File: config.mk
export PLATFORM = sky130hd
export DESIGN_NAME = burst_summator
export DESIGN_NICKNAME = d
export VERILOG_FILES = /design/src/rtl/summator_pkg.sv /design/src/rtl/sum_acc_core.sv /design/src/rtl/burst_summator.sv
export SDC_FILE = /design/constraint.sdc
export NUM_CORES = 1
export LEC_CHECK = 0
export BUFFER_PORTS_ARGS = -buffer_cell sky130_fd_sc_hd__buf_4
export CORE_MARGIN = 5
export CORE_UTILIZATION = 45
export DETAILED_ROUTE_END_ITERATION = 6
export PLACE_DENSITY = 0.68
export REMOVE_ABC_BUFFERS = 1
export SLEW_MARGIN = 20
export SYNTH_ARGS = -nofsm -noshare
export SYNTH_HDL_FRONTEND = slang
export SYNTH_HIERARCHICAL = 1
export SYNTH_SLANG_ARGS = --single-unit
export TNS_END_PERCENT = 1
File: constraint.sdc
create_clock -name clk -period 2.7 [get_ports clk]
set_clock_uncertainty 0.1 [all_clocks]
set_input_delay 0.81 -clock clk [delete_from_list [all_inputs] [get_ports clk]]
set_output_delay 0.81 -clock clk [all_outputs]
set_load 0.1 [all_outputs]
File: src/rtl/summator_pkg.sv
// Shared types and width helper for the burst summator.
package summator_pkg;

   typedef enum logic [1:0] {IDLE, ACCUM, DONE} sum_state_t;

   // Width needed to hold any count 0..max_len inclusive.
   function automatic int len_w_f(input int max_len);
      return $clog2(max_len + 1);
   endfunction

endpackage

File: src/rtl/sum_acc_core.sv
// Registered accumulator with clear, add-enable and sticky carry-out flag.
// Build option SUMMATOR_SATURATE_EN: clamp to all-ones on carry instead of wrapping.
module sum_acc_core #(
   parameter int DATA_W = 8,
   parameter int SUM_W  = 16
) (
   input  logic              clk,
   input  logic              reset,
   input  logic              clr_i,
   input  logic              add_en_i,
   input  logic [DATA_W-1:0] data_i,
   output logic [SUM_W-1:0]  acc_o,
   output logic              ovf_o
);

   logic [SUM_W-1:0] acc_q, acc_d;
   logic             ovf_q, ovf_d;
   logic [SUM_W:0]   sum_ext;

   always_comb begin
      sum_ext = {1'b0, acc_q} + {{(SUM_W + 1 - DATA_W){1'b0}}, data_i};
      acc_d   = acc_q;
      ovf_d   = ovf_q;
      if (clr_i) begin
         acc_d = '0;
         ovf_d = 1'b0;
      end else if (add_en_i) begin
`ifdef SUMMATOR_SATURATE_EN
         // Once clamped, the total stays pinned for the rest of the burst.
         if (sum_ext[SUM_W] || ovf_q) begin
            acc_d = '1;
         end else begin
            acc_d = sum_ext[SUM_W-1:0];
         end
`else
         acc_d = sum_ext[SUM_W-1:0];
`endif
         ovf_d = ovf_q | sum_ext[SUM_W];
      end
   end

   always_ff @(posedge clk or posedge reset) begin
      if (reset) begin
         acc_q <= '0;
         ovf_q <= 1'b0;
      end else begin
         acc_q <= acc_d;
         ovf_q <= ovf_d;
      end
   end

   assign acc_o = acc_q;
   assign ovf_o = ovf_q;

endmodule

File: src/rtl/burst_summator.sv
// Streaming burst summator: FSM, beat counter and handshakes around sum_acc_core.
// Build option SUMMATOR_SATURATE_EN selects saturating instead of wrapping accumulation.
module burst_summator
   import summator_pkg::*;
#(
   parameter  int DATA_W  = 8,
   parameter  int MAX_LEN = 8,
   parameter  int SUM_W   = 16,
   localparam int LEN_W   = len_w_f(MAX_LEN)
) (
   input  logic              clk,
   input  logic              reset,
   input  logic              start,
   input  logic [LEN_W-1:0]  cfg_len,
   input  logic              in_valid,
   input  logic [DATA_W-1:0] in_data,
   output logic              in_ready,
   output logic              out_valid,
   output logic [SUM_W-1:0]  out_sum,
   output logic [LEN_W-1:0]  out_cnt,
   output logic              out_ovf,
   input  logic              out_ready,
   output logic              busy
);

   sum_state_t       state_q, state_d;
   logic [LEN_W-1:0] len_q, len_d;
   logic [LEN_W-1:0] cnt_q, cnt_d;
   logic [LEN_W-1:0] len_clamped;
   logic [LEN_W-1:0] cnt_inc;
   logic             acc_clr;
   logic             acc_add;

   assign len_clamped = (cfg_len > LEN_W'(MAX_LEN)) ? LEN_W'(MAX_LEN) : cfg_len;
   assign cnt_inc     = cnt_q + LEN_W'(1);

   always_comb begin
      state_d = state_q;
      len_d   = len_q;
      cnt_d   = cnt_q;
      acc_clr = 1'b0;
      acc_add = 1'b0;
      unique case (state_q)
         IDLE: begin
            if (start) begin
               len_d   = len_clamped;
               cnt_d   = '0;
               acc_clr = 1'b1;
               state_d = (len_clamped == '0) ? DONE : ACCUM;
            end
         end
         ACCUM: begin
            if (in_valid) begin
               acc_add = 1'b1;
               cnt_d   = cnt_inc;
               if (cnt_inc == len_q) begin
                  state_d = DONE;
               end
            end
         end
         DONE: begin
            // start is deliberately not looked at here, even on the handshake cycle.
            if (out_ready) begin
               state_d = IDLE;
            end
         end
         default: state_d = IDLE;
      endcase
   end

   always_ff @(posedge clk or posedge reset) begin
      if (reset) begin
         state_q <= IDLE;
         len_q   <= '0;
         cnt_q   <= '0;
      end else begin
         state_q <= state_d;
         len_q   <= len_d;
         cnt_q   <= cnt_d;
      end
   end

   sum_acc_core #(
      .DATA_W (DATA_W),
      .SUM_W  (SUM_W)
   ) u_core (
      .clk      (clk),
      .reset    (reset),
      .clr_i    (acc_clr),
      .add_en_i (acc_add),
      .data_i   (in_data),
      .acc_o    (out_sum),
      .ovf_o    (out_ovf)
   );

   assign in_ready  = (state_q == ACCUM);
   assign out_valid = (state_q == DONE);
   assign busy      = (state_q != IDLE);
   assign out_cnt   = cnt_q;

endmodule
Word level (Yosys, flattened, before mapping)
Index checks and enable logic that the tools add are counted.
{"block": "word_totals", "regBits": 27, "latch_bits": 0, "mem_bits_rw": 0, "romBits": 0, "inputBits": 17, "output_inout_bits": 24, "wordCells": 42, "mem_count": 0}
{"block": "classes", "addsub": 2, "multipliers": 0, "div_mod_pow": 0, "magnitude_cmp": 1, "n_eq_ne": 7, "n_shift": 0, "n_mux": 18, "bitwise_logic": 1, "n_reduce_logical": 8}
{"op": "16-bit 2-to-1 mux", "n": 2}
{"op": "16-bit by 8-bit adder with 17-bit output", "n": 1}
{"op": "4-bit 2-to-1 mux", "n": 3}
{"op": "2-bit 2-to-1 mux", "n": 5}
{"op": "4-bit case mux with 2 select lines", "n": 1}
{"op": "1-bit 2-to-1 mux", "n": 6}
{"op": "2-bit case mux with 3 select lines", "n": 1}
{"op": "2-bit nonzero test", "n": 3}
{"op": "4-bit by 1-bit adder with 4-bit output, second input constant", "n": 1}
{"op": "4-bit equality test", "n": 1}
{"op": "4-bit > comparator, second input constant", "n": 1}
{"op": "4-bit zero test", "n": 1}
{"op": "2-bit by 1-bit != test with 1-bit output, second input constant", "n": 2}
{"op": "2-bit != test, second input constant", "n": 2}
{"op": "4-bit AND reduction", "n": 1}
{"op": "3-bit AND reduction", "n": 1}
{"op": "2-bit by 1-bit equality test with 1-bit output, second input constant", "n": 1}
{"op": "2-bit equality test, second input constant", "n": 1}
{"op": "2-bit zero test", "n": 1}
{"op": "2-bit AND reduction", "n": 1}
{"op": "1-bit bitwise OR", "n": 1}

Longest topological paths before layout
{"block": "depth", "ltp_word": 6, "depth_mapped": 9, "depth_no_buf": 7}

Hierarchy
Netlist, hierarchy kept.
{"mod": "sum_acc_core", "n_inst": 1, "cells_per_inst": 156, "area_per_inst_um2": 1345.0}
{"mod": "burst_summator", "n_inst": 1, "cells_per_inst": 55, "area_per_inst_um2": 548.0}

Worst setup path before layout
OpenSTA, ideal clock, no wires.
{"block": "synth_path", "path_kind": "register -> register", "start": "reg u_core.acc_q[0], in the netlist u_core/acc_o[0]", "end": "reg u_core.acc_q[10], in the netlist u_core/acc_o[10]", "setup_ns": 0.139, "arrival_time_ns": 2.697, "t_required_ns": 2.461, "path_slack_ns": -0.236, "stages_incl_launch_ff": 9, "period_less_slack_ns": 2.936, "cell_sequence": "dfrtp_1 ha_1 inv_1 fa_1 nor2b_1 o2111a_1 clkbuf_1 nor4_1 or4_1"}
{"block": "synth_via", "elab_chain_cells": 3}
{"element": "start, declared", "line_no": "sum_acc_core.sv:16", "rtl": "logic [SUM_W-1:0] acc_q, acc_d;"}
{"element": "start signal, assigned", "line_no": "sum_acc_core.sv:44", "rtl": "acc_q <= '0;"}
{"element": "start signal, assigned", "line_no": "sum_acc_core.sv:47", "rtl": "acc_q <= acc_d;"}
{"element": "16-bit by 8-bit adder with 17-bit output", "line_no": "sum_acc_core.sv:21", "rtl": "sum_ext = {1'b0, acc_q} + {{(SUM_W + 1 - DATA_W){1'b0}}, data_i};"}
{"element": "16-bit 2-to-1 mux", "line_no": "sum_acc_core.sv:27", "rtl": "end else if (add_en_i) begin"}
{"element": "16-bit 2-to-1 mux", "line_no": "sum_acc_core.sv:24", "rtl": "if (clr_i) begin"}
Every way passes these cells. The select of a mux whose other input is x is not followed.
A chain may end at the register's enable or synchronous reset.

Worst setup path after layout
{"block": "layout_path", "start": "in in_data[0]", "end": "reg u_core.acc_q[10], in the netlist u_core/acc_o[10]"}
{"block": "layout_via", "elab_chain_cells": 3}
{"element": "start, declared", "line_no": "burst_summator.sv:16", "rtl": "input logic [DATA_W-1:0] in_data,"}
{"element": "16-bit by 8-bit adder with 17-bit output", "line_no": "sum_acc_core.sv:21"}
{"element": "16-bit 2-to-1 mux", "line_no": "sum_acc_core.sv:27"}
{"element": "16-bit 2-to-1 mux", "line_no": "sum_acc_core.sv:24"}
Every way passes these cells. The select of a mux whose other input is x is not followed.

==> flow_summary.yaml <==
floorplan:
  initial_core_util_pct: 46.99
  coreArea_sq_um: 4029
  io_pins: 41
  fp.dieW_um: 74.86
  num_rows: 23
  die_area_sq_um: 5604
  die_h_um: 74.86
yosys:
  synth-main-ff-cell: "dfrtp_1"
  avgSynthCellArea_sq_um: 8.972
  yosys_register_bits: 27
  synthTopCellsByArea: "dfrtp_1, ha_1, nand2_1"
  async_flop_share_pct: 100.0
  synth.distinct_cells: 52
  synth_top_area_share_pct: 35.69
  netlist_area_sq_um: 1893
  synth_area_leader_cell: "dfrtp_1"
  synth_cells: 211
  synth-edff-count: 0
  yosysSeqAreaShare_pct: 35.69
  synth_warnings: 6
clock_network:
  cts_resized: 0
  cts_tree: "done"
  cts_hold_buf: 0
  h-tree-depth: 1
  cts_setup_buffers: 0
  insertion_delay_ns: 0.28
  cts_buffers: 3
  cts_root_buf: "clkbuf_8"
  clockBufferDepth: 2
  clock-sinks: 27
  clk_pin_slew_ns: 0.10
cells_and_area:
  register_area_sq_um: 675.6
  nets: 291
  layout_common_cells: "buf_4, dfrtp_1, nand2_1"
  syn2layout_area_growth_pct: 26.17
  multi_input_area_sq_um: 1131
  fillers: 380
  final_area_sq_um: 2389
  antennaDiodeCount: 0
  drive_above_1_share_pct: 26.24
  final_common_cell: "buf_4"
worst_setup_path:
  worst_setup_path_end_kind: "flip-flop"
  crit_arrival_ns: 2.45
  required_ns: 2.75
  crit_path_max_incr_delay_ns: 0.46
  timing.critical_path.fanout_max: 5
  worstPathCellList: "buf_4 -> ha_1 -> inv_1 -> fa_1 -> nor2b_1 -> o2111a_1 -> o31a_1 -> or4_1"
  reg2reg_setup_slack_ns: 0.46
  cpMaxStageDelayCell: "or4_1"
  start_kind: "input port"
  crit_type: "in2reg"
timing:
  fin_crit_sh_pct: 88.80
  fmax_mhz: 417.1
  post-route-min-period_ns: 2.398
  tns_ns: 0
  final_hold_viol_count: 0
  tightest_slew_ns: 0.7313
  slew_violations: 0
  hold_ws_ns: 0.4083
  slew_headroom_pct: 51.19
  grt_setup_unrepaired: "false"
  setup_viol: 0
route:
  drc: 0
  drt_first_pass_iters: 4
  wl_um: 4720
  vias_per_cell: 5.770
  dr.first_iter.drc_count: 77
  vias: 1806
  ant_nets: 0
  wl_per_cell_um: 15.08
worst_hold_path:
  worstHoldPathType: "in2async"
global_routing:
  grt_pass1_wl_um: 7879
  antenna_found_initial: 0
  overflow: 0
  grt_pass1_vias: 1677
  grt_max_degree: 19
  gr-usage-all-layers_pct: 18.10
placed_design:
  postPlaceCellArea_sq_um: 2342
  port_buffers: 40
  gp_congestion: 0.8804
  dp_hpwl_um: 3628
status:
  outcome: "completed"
flow_run:
  maxCapViolCount: 0
==> per-stage QoR <==
step	setup slack (ns)	cells	utilization, %
3_3_place_gp	0.05232	309	58.14
3_5_place_dp	0.0005782	309	58.14
2_1_floorplan	-0.4074	200	-
4_1_cts	0.3027	313	59.29
6_report	0.3023	313	59.29
5_1_grt	0.2021	313	59.29
==> state kept, by name, summed over array words and instances, names as in the netlist <==
| register | flops |
|---|---|
| len_q | 4 |
| u_core/acc_o | 16 |
| out_cnt | 4 |
| state_q | 2 |
| u_core/ovf_o | 1 |
==> cells in the mapped netlist, types with 6 or more instances <==
| cell type | instances |
|---|---|
| dfrtp_1 | 27 |
| nand3_1 | 7 |
| nor2b_1 | 10 |
| nand2_1 | 20 |
| inv_1 | 8 |
| ha_1 | 9 |
| xnor2_1 | 7 |
| a21oi_1 | 8 |
| o21ai_0 | 7 |
| or4_1 | 8 |
| clkbuf_1 | 6 |
| nor3_1 | 7 |
| nor2_1 | 9 |
| nand2b_1 | 6 |
==> layout make-up <==
cell class | instances | area share (%)
multi-input cells | 165 | 47.35
flip-flops and latches | 27 | 28.29
repair buffers | 59 | 18.54
well taps | 50 | 2.619
clock buffers | 3 | 1.729
inverters | 8 | 1.257
clock inverters | 1 | 0.2095
==> metal layers <==
| metal | track usage [%] | part of all wire (%) | vias to the layer above | wire length [um] |
|---|---|---|---|---|
| met3 | 1.736 | 5.6 | 6 | 265 |
| met5 | 0 | 0 | - | 0 |
| met4 | 5.336 | 0.89 | 0 | 42 |
| met2 | 28.72 | 47 | 51 | 2233 |
| li1 | - | - | 889 | - |
| met1 | 26.17 | 46 | 860 | 2178 |
==> path summary, 6_finish.rpt <==
| path | cells after the start | end | from |
|---|---|---|---|
| max in group asynchronous | 2 | u_core/acc_o[0] | reset |
| min reg2reg | 2 | len_q[0] | len_q[0] |
| max reg2reg | 6 | u_core/acc_o[13] | state_q[1] |
| min | 2 | out_cnt[2] | reset |
| min in group clk | 2 | len_q[0] | len_q[0] |
| max | 8 | u_core/acc_o[10] | in_data[0] |
==> worst max-delay path, delay by kind of cell <==
kind                       cells  cell delay [ns]
AOI/OAI and AO/OA              2             0.52
adders and majority gates      2             0.41
buffers and inverters          2             0.18
and+or+nand+nor                2             0.53
==> cell families (layout without fill, tap and decap cells) <==
logic type,count (synthesis),in the layout,synth area share [%]
DFF,27,27,35.69
buffers and inverters,19,71,4.560
xor gates and xnor gates,10,10,4.627
and+or+nand+nor,91,91,26.97
adders and majority gates,10,10,7.006
AOI/OAI and AO/OA,48,48,17.85
muxes,6,6,3.305
Power is not shown: default switching activity piles up to over one toggle a cycle in this logic, so the estimate is an artifact.
